`src/rtl/video_timing_gen.sv`:
```
`default_nettype none
// ============================================================================
// Module      : video_timing_gen
// Description : Raster timing generator. Produces sync, data-enable and pixel
//               colour, with an image window fetched from external memory.
// Revision    : 1.0 - initial release
// ============================================================================
module video_timing_gen #(
    parameter int unsigned ScreenX            = 1366,
    parameter int unsigned ScreenY            = 768,
    parameter int unsigned BlankingHorizontal = 50,
    parameter int unsigned BlankingVertical   = 12,
    parameter int unsigned HSyncStart         = 8,
    parameter int unsigned HSyncWidth         = 16,
    parameter int unsigned VSyncStart         = 2,
    parameter int unsigned VSyncWidth         = 4,
    parameter int unsigned ImgW               = 100,
    parameter int unsigned ImgH               = 100
) (
    input  logic        clk,
    input  logic        rst_n,
    output logic        img_rd_en,
    output logic [13:0] img_addr,
    input  logic [23:0] img_data,
    output logic        HSync,
    output logic        VSync,
    output logic        DataEnable,
    output logic [7:0]  Red,
    output logic [7:0]  Green,
    output logic [7:0]  Blue,
    output logic        frame_start
);

    localparam int unsigned H_TOTAL = ScreenX + BlankingHorizontal;
    localparam int unsigned V_TOTAL = ScreenY + BlankingVertical;
    localparam int unsigned HS_BEG  = ScreenX + HSyncStart;
    localparam int unsigned HS_END  = HS_BEG + HSyncWidth;
    localparam int unsigned VS_BEG  = ScreenY + VSyncStart;
    localparam int unsigned VS_END  = VS_BEG + VSyncWidth;
    localparam int unsigned X_MID   = ScreenX / 2;
    localparam int unsigned Y_MID   = ScreenY / 2;

    // Stage 0: raster counters and image pixel index
    logic [10:0] x;
    logic [9:0]  y;
    logic [13:0] pix_idx;
    logic [31:0] xe;
    logic [31:0] ye;
    logic        x_last;
    logic        y_last;
    logic        in_img;

    assign xe     = 32'(x);
    assign ye     = 32'(y);
    assign x_last = (xe == H_TOTAL - 1);
    assign y_last = (ye == V_TOTAL - 1);
    assign in_img = (xe < ImgW) && (ye < ImgH);

    always_ff @(posedge clk or negedge rst_n) begin
        if (!rst_n) begin
            x       <= '0;
            y       <= '0;
            pix_idx <= '0;
        end else begin
            if (x_last) begin
                x <= '0;
                y <= y_last ? '0 : y + 10'd1;
            end else begin
                x <= x + 11'd1;
            end
            if (x_last && y_last) begin
                pix_idx <= '0;
            end else if (in_img) begin
                pix_idx <= pix_idx + 14'd1;
            end
        end
    end

    // Counters sit at (0,0) during reset, so the strobe is gated to stay quiet
    assign img_rd_en = rst_n & in_img;
    assign img_addr  = pix_idx;

    // Stage 1: registered controls, aligned with the returning img_data
    logic de1;
    logic hs1;
    logic vs1;
    logic fs1;
    logic cross1;
    logic win1;

    always_ff @(posedge clk or negedge rst_n) begin
        if (!rst_n) begin
            de1    <= 1'b0;
            hs1    <= 1'b0;
            vs1    <= 1'b0;
            fs1    <= 1'b0;
            cross1 <= 1'b0;
            win1   <= 1'b0;
        end else begin
            de1    <= (xe < ScreenX) && (ye < ScreenY);
            hs1    <= (xe >= HS_BEG) && (xe < HS_END);
            vs1    <= (ye >= VS_BEG) && (ye < VS_END);
            fs1    <= (x == '0) && (y == '0);
            cross1 <= (xe == X_MID) || (ye == Y_MID);
            win1   <= in_img;
        end
    end

    // Stage 2: output registers
    logic [23:0] colour;

    always_comb begin
        colour = 24'h000000;
        if (de1) begin
            if (cross1) begin
                colour = 24'hFFFFFF;
            end else if (win1) begin
                colour = img_data;
            end
        end
    end

    always_ff @(posedge clk or negedge rst_n) begin
        if (!rst_n) begin
            HSync       <= 1'b1;
            VSync       <= 1'b1;
            DataEnable  <= 1'b0;
            frame_start <= 1'b0;
            Red         <= '0;
            Green       <= '0;
            Blue        <= '0;
        end else begin
            HSync       <= ~hs1;
            VSync       <= ~vs1;
            DataEnable  <= de1;
            frame_start <= fs1;
            Red         <= colour[23:16];
            Green       <= colour[15:8];
            Blue        <= colour[7:0];
        end
    end

endmodule
`default_nettype wire

```
`config.mk`:
```
export PLATFORM = sky130hd
export DESIGN_NAME = video_timing_gen
export DESIGN_NICKNAME = d
export VERILOG_FILES = /design/src/rtl/video_timing_gen.sv
export SDC_FILE = /design/constraint.sdc
export NUM_CORES = 1
export LEC_CHECK = 0
export ABC_AREA = 1
export CAP_MARGIN = 10
export CORE_MARGIN = 4
export CORE_UTILIZATION = 45
export CTS_CLUSTER_DIAMETER = 30
export DETAILED_ROUTE_END_ITERATION = 7
export GPL_ROUTABILITY_DRIVEN = 1
export GPL_TIMING_DRIVEN = 0
export PLACE_DENSITY = 0.71
export SYNTH_ARGS = -nofsm -noshare
export SYNTH_HDL_FRONTEND = slang
export SYNTH_SLANG_ARGS = --single-unit
```
`constraint.sdc`:
```
create_clock -name clk -period 2.5 [get_ports clk]
set_input_delay 0.25 -clock clk [delete_from_list [all_inputs] [get_ports clk]]
set_output_delay 0.25 -clock clk [all_outputs]
set_load 0.01 [all_outputs]
```
==> results of run 1 <==
==> placed cells by master, fill, tap and decap left out, types with 2 or more instances in the layout <==
cell and count:
nor2_1 28, dfstp_2 2, buf_1 4, nand3_1 46
xnor2_1 3, o21ai_1 9, nand2_1 106, ha_1 5
nand4_1 14, o21ai_0 6, nor4_1 2, dfrtp_1 63
buf_4 2, nor2_2 7, bufinv_16 2, buf_6 8
nor2_4 5, xor2_1 9, dfrtp_2 4, clkbuf_8 9
nand3b_1 3, a21oi_1 28, clkinvlp_4 2, inv_1 39
nand3_2 4, nor3_1 2, clkbuf_1 2, nand2_4 3
clkdlybuf4s50_1 67, nand2_2 3, inv_2 8, inv_6 2
==> per-stage QoR <==
stage / worst slack (ns) / instances / util / setup TNS [ns] / area [um^2]
after floorplan: 1.06 / 420 / - / 0 / 3510
after global routing: -0.0107 / 603 / 0.614 / -0.0107 / 4550
after CTS: 0.0785 / 603 / 0.612 / 0 / 4530
after global placement: -1.57 / 587 / 0.582 / -79.88 / 4310
final: 0.128 / 603 / 0.614 / 0 / 4550
after detailed placement: 0.461 / 587 / 0.582 / 0 / 4310
==> final timing paths <==
kind,from,end,slack (ns),cells after the start
setup / recovery,x[5]$_DFF_PN0_,img_rd_en,0.13,7
hold / removal,rst_n,img_addr[6]$_DFFE_PN0P_,0.002,1
setup reg to reg,y[0]$_DFFE_PN0N_,img_addr[6]$_DFFE_PN0P_,0.82,9
hold reg to reg,vs1$_DFF_PN0_,VSync$_DFF_PN1_,0.35,1
max in group asynchronous,rst_n,y[9]$_DFFE_PN0N_,1.86,1
min in group clk,vs1$_DFF_PN0_,VSync$_DFF_PN1_,0.35,1
==> worst max-delay path: stages (launching register included) <==
cell,delay (ns)
dfrtp_2,0.45
nand2_2,0.09
clkinv_1,0.13
nand2_1,0.15
nand3_4,0.15
buf_6,0.19
nor2_1,0.08
clkdlybuf4s50_1,0.54
==> power breakdown <==
| part | leakage [nW] | internal [W] | switching (W) | total, W |
|---|---|---|---|---|
| Sequential | 0.852 | 0.00113 | 0.00000494 | 0.00114 |
| Combinational | 1.22 | 0.0000781 | 0.0000556 | 0.000134 |
| Clock | 0.106 | 0.000567 | 0.000448 | 0.00101 |
| Total | 2.17 | 0.00178 | 0.000509 | 0.00229 |
==> flip-flops by register name (all words and copies together) (netlist names) <==
register     cells
Blue             8
DataEnable       1
Green            8
HSync            1
Red              8
VSync            1
cross1           1
de1              1
frame_start      1
fs1              1
hs1              1
img_addr        14
vs1              1
win1             1
x               11
y               10
==> area by class of cell <==
cell class	instances	area (um^2)	share of cell area
buffer	15	120	0.0264
timing repair buffer	68	678	0.149
multi-input combinational	287	1480	0.326
inverter	49	186	0.0410
clock buffer	9	124	0.0273
sequential	69	1730	0.382
tap	99	124	0.0273
clock inverter	7	97.6	0.0215
==> kinds of logic after synthesis <==
| logic type | Yosys count | synth area share |
|---|---|---|
| buffers and inverters | 64 | 0.0874 |
| AOI/OAI and AO/OA | 45 | 0.0660 |
| and+or+nand+nor | 225 | 0.306 |
| adders and majority gates | 5 | 0.0178 |
| xor gates and xnor gates | 12 | 0.0300 |
| DFF | 69 | 0.493 |
==> repair_timing <==
item | CTS | global route
resized for setup | 0 | 7
setup buffers | 0 | 0
endpoints found under the setup margin | 0 | 1
==> metal layers <==
| metal | global-route usage | vias up | wire length, um |
|---|---|---|---|
| met5 | 0 | - | 0 |
| met4 | 0.0498 | 0 | 82 |
| met3 | 0.0493 | 6 | 507 |
| met2 | 0.292 | 79 | 3750 |
| met1 | 0.233 | 1399 | 3590 |
| li1 | - | 1513 | - |
==> results.py, run 1 <==
metrics = {
    "logic_synthesis": {
        "seq_area_frac_synth": 0.493,
        "ys_warn_count": 0,
        "async_flop_share": 1.00,
        "synthesis.area_um2": 3510,
        "netlist_top_cells_area": "dfrtp_1 (48%), nand2_1 (11%), nand3_1 (6.6%), inv_1 (4.2%), a21oi_1 (4.0%)",
        "netlist.area_leader.share": 0.478,
        "ys_ff_latch": 69,
        "synth.avg_cell_area_um2": 8.35,
        "synth_edf_count": 0,
        "synth_cells": 420,
        "synth_top_cell_by_area": "dfrtp_1",
        "ys.flop_type": "dfrtp_1",
        "ys_top_cells_by_count": "nand2_1 (106), dfrtp_1 (67), nand3_1 (46)",
        "post-synth-top-count-cell": "nand2_1",
        "yosysUniqueCellTypes": 32,
        "synth_nets": 451,
    },
    "final_layout": {
        "nNetsFinal": 530,
        "nFillCells": 669,
        "antenna_cells": 0,
        "area_delta_synth_final_pct": 29.6,
        "drive_gt1_frac": 0.127,
    },
    "floorplanning": {
        "boundaryPins": 69,
        "die_w_um": 96.3,
        "core-area_um2": 7410,
        "core.rowCount": 31,
        "die-area_um2": 9270,
        "start_util": 0.473,
        "die_y_um": 96.3,
    },
    "cts": {
        "root_buffer": "clkbuf_8",
        "cts_tree": "done",
        "clk_pin_slew_worst_paths_ns": 0.07,
        "numCtsBuffers": 9,
        "cts_hold_buffers": 0,
        "clk_latency_ns": 0.35,
        "h-tree-depth": 3,
        "cts_buffer_depth": 2,
        "numClockSinks": 69,
    },
    "global_routing": {
        "grt_pass1_wl_um": 12800,
        "grt_antenna_before_repair": 0,
        "grt_pass1_vias": 2742,
        "grt_overflow": 0,
        "grt_usage": 0.179,
        "grt_max_degree": 71,
    },
    "timing": {
        "final_hold_viol_count": 0,
        "fin_skew_ns": 0.0113,
        "setup_viol": 0,
        "period_minus_slack_ns": 2.37,
        "fmax_mhz": 422,
        "slew_headroom": 0.420,
        "fin_crit_sh": 0.949,
        "timing.hold.ws_ns": 0.00178,
        "tightestPinTransition_ns": 0.869,
        "slew_viol_final": 0,
    },
    "power": {
        "power.leakage_nw": 2.17,
        "power_w": 0.00229,
        "ir_drop_mv": 0.284,
        "power_density_nw_per_um2": 503,
    },
    "route": {
        "wl_um": 7920,
        "dr.pass1.iters": 5,
        "routed_via_density": 4.97,
        "vias": 2997,
        "post_drt_wl_per_cell_um": 13.1,
        "antenna_left": 0,
        "drt-initial-drc-count": 103,
        "drc_errors": 0,
    },
    "worst_setup_path": {
        "crit_arrival_ns": 2.12,
        "crit_fanout": 10,
        "crit_type": "flip-flop to primary output",
        "cp-end-kind": "primary output",
        "cp-start-kind": "flip-flop",
        "crit_required_ns": 2.25,
    },
    "run": {
        "cap_violations": 0,
    },
    "placement": {
        "hpwl_um": 5860,
        "port_buffers": 68,
        "place.gp.congestion": 0.887,
    },
    "hold_path": {
        "hold_class": "primary input to async pin",
    },
    "outcome": {
        "status": "finished, final reports clean",
    },
}
Note: power is estimated with default switching activity, not from simulation.
==> run 2, diff against run 1 <==
CTS_CLUSTER_DIAMETER = 60   (was 30)
MAX_ROUTING_LAYER = met4   (was default)
==> run 2 against run 1 <==
Against the previous run: first-iteration DRC count grew 5.8%; via count grew 0.53%; die area unchanged; clock skew about the same; maximum frequency is essentially flat; global-route usage increased by 0.51 points; routed wire length increased by 0.47%; largest cell class unchanged; combinational power is essentially flat; clock-buffer cell count did not move; hold slack better by 0.0074 ns.
==> results.py, run 2 (synthesis results as in run 1) <==
metrics = {
    "global_routing": {
        "met2_usage": 0.291,
        "grt_busiest_layer": "met2",
        "grt_overflow": 0,
        "grt_antenna_before_repair": 0,
        "met1_usage": 0.234,
        "grt_max_degree": 71,
        "use_met3": 0.0469,
        "grt_pass1_vias": 2743,
        "grt_pass1_wl_um": 12800,
        "grt_usage": 0.184,
    },
    "placement": {
        "place.gp.congestion": 0.902,
        "port_buffers": 68,
        "hpwl_um": 5860,
    },
    "worst_setup_path": {
        "cp-end-kind": "primary output",
        "reg2regPathDepth": 9,
        "crit_fanout": 10,
        "r2r-start": "y[0]$_DFFE_PN0N_",
        "cp_cell_sequence": "nand2_2 > clkinv_1 > nand2_1 > nand3_4 > buf_6 > nor2_1 > clkdlybuf4s50_1",
        "crit_arrival_ns": 2.12,
        "critPathSlowestCell": "clkdlybuf4s50_1",
        "crit_required_ns": 2.25,
        "cpPeakStageDelay_ns": 0.54,
        "cp-start-kind": "flip-flop",
        "crit_type": "flip-flop to primary output",
        "worst-r2r-setup-slack_ns": 0.81,
        "r2r_end": "img_addr[6]$_DFFE_PN0P_",
    },
    "timing": {
        "timing.hold.ws_ns": 0.00916,
        "slew_headroom": 0.418,
        "period_minus_slack_ns": 2.37,
        "fmax_mhz": 422,
        "setup-tns-final_ns": 0,
        "slew_viol_final": 0,
        "fin_skew_ns": 0.0112,
        "setup_viol": 0,
        "fin_crit_sh": 0.948,
        "final_hold_viol_count": 0,
        "tightestPinTransition_ns": 0.872,
    },
    "floorplanning": {
        "die_w_um": 96.3,
        "core-area_um2": 7410,
        "start_util": 0.473,
        "core.rowCount": 31,
        "die-area_um2": 9270,
        "die_y_um": 96.3,
        "boundaryPins": 69,
    },
    "route": {
        "antenna_left": 0,
        "post_drt_wl_per_cell_um": 13.2,
        "dr.pass1.iters": 4,
        "drc_errors": 0,
        "vias": 3013,
        "drt-initial-drc-count": 109,
        "wl_um": 7960,
        "routed_via_density": 5.00,
    },
    "power": {
        "ir_drop_mv": 0.284,
        "power_density_nw_per_um2": 503,
        "power.leakage_nw": 2.17,
    },
    "cts": {
        "numClockSinks": 69,
        "cts_buffer_depth": 2,
        "h-tree-depth": 3,
        "cts_tree": "done",
        "clk_latency_ns": 0.34,
        "cts_hold_buffers": 0,
        "clk_pin_slew_worst_paths_ns": 0.07,
        "root_buffer": "clkbuf_8",
        "numCtsBuffers": 9,
        "postCtsSetupRepairBufs": 0,
    },
    "run": {
        "cap_violations": 0,
    },
    "outcome": {
        "status": "finished, final reports clean",
    },
    "final_layout": {
        "area_delta_synth_final_pct": 29.6,
        "nNetsFinal": 530,
        "final_common_cell": "nand2_1",
        "drive_gt1_frac": 0.125,
        "layout_common_cells": "nand2_1 (106), clkdlybuf4s50_1 (67), dfrtp_1 (64)",
        "largest_reg_flops": 14,
        "antenna_cells": 0,
        "nFillCells": 669,
    },
    "hold_path": {
        "hold_class": "primary input to async pin",
    },
}
## run 2: cell counts in the layout (fill, tap and decap cells not counted)
Identical to the previous run, type by type.
## run 2: timing repair
action / in CTS / in global routing
gates resized for setup: 0 / 6
hold endpoints to repair: 0 / 0
endpoints found under the setup margin: 0 / 1
## run 2: per-layer routing
metal  routed length, um  up-vias
met2                3750       95
met3                 551        5
li1                    -     1512
met1                3600     1401
met5                   0        -
met4                  60        0
## run 2: how the worst max path moves through the flow
| stage | from | to | slack (ns) | cells past startpoint |
|---|---|---|---|---|
| 3_5_place_dp | x[5]$_DFF_PN0_ | img_rd_en | 0.46 | 7 |
| 6_report | x[5]$_DFF_PN0_ | img_rd_en | 0.13 | 7 |
| 2_1_floorplan | x[7]$_DFF_PN0_ | img_rd_en | 1.06 | 7 |
| 5_1_grt | x[5]$_DFF_PN0_ | img_rd_en | -0.01 | 7 |
| 3_3_place_gp | rst_n | img_rd_en | -1.57 | 4 |
| 4_1_cts | y[8]$_DFFE_PN0N_ | img_rd_en | 0.08 | 7 |
## run 2: cell type report
| class | count | area, um^2 | share of cell area |
|---|---|---|---|
| buffer | 15 | 120 | 0.0264 |
| clock buffer | 9 | 124 | 0.0273 |
| clock inverter | 7 | 97.6 | 0.0215 |
| inverter | 49 | 186 | 0.0410 |
| multi-input combinational | 287 | 1480 | 0.326 |
| sequential | 69 | 1730 | 0.381 |
| tap | 99 | 124 | 0.0273 |
| timing repair buffer | 68 | 678 | 0.149 |
## run 2: where the power goes
part	leakage, nW	switching, W	internal, W
logic	1.22	0.0000557	0.0000781
registers	0.853	0.00000494	0.00113
clock network	0.106	0.000447	0.000567
total	2.17	0.000508	0.00178
## run 2: through the flow
stage	instances	utilization	worst slack, ns	power (W)	area, um^2
2_1_floorplan	420	-	1.06	0.00119	3510
3_3_place_gp	587	0.582	-1.57	0.00130	4310
3_5_place_dp	587	0.582	0.461	0.00130	4310
4_1_cts	603	0.612	0.0785	0.00232	4530
5_1_grt	603	0.613	-0.00987	0.00239	4540
6_report	603	0.613	0.130	0.00229	4540
## run 2: worst max-delay path, delay by kind of cell (launching register included)
kind | cells | cell delay [ns]
simple gates | 4 | 0.47
flops | 1 | 0.45
buf+inv | 3 | 0.86
==> run 3, diff against run 2 <==
CAP_MARGIN = 25   (was 10)
CTS_CLUSTER_DIAMETER = default   (was 60)
==> results of run 3 <==
No change in the layout: final DEF, timing and power equal those of run 2.
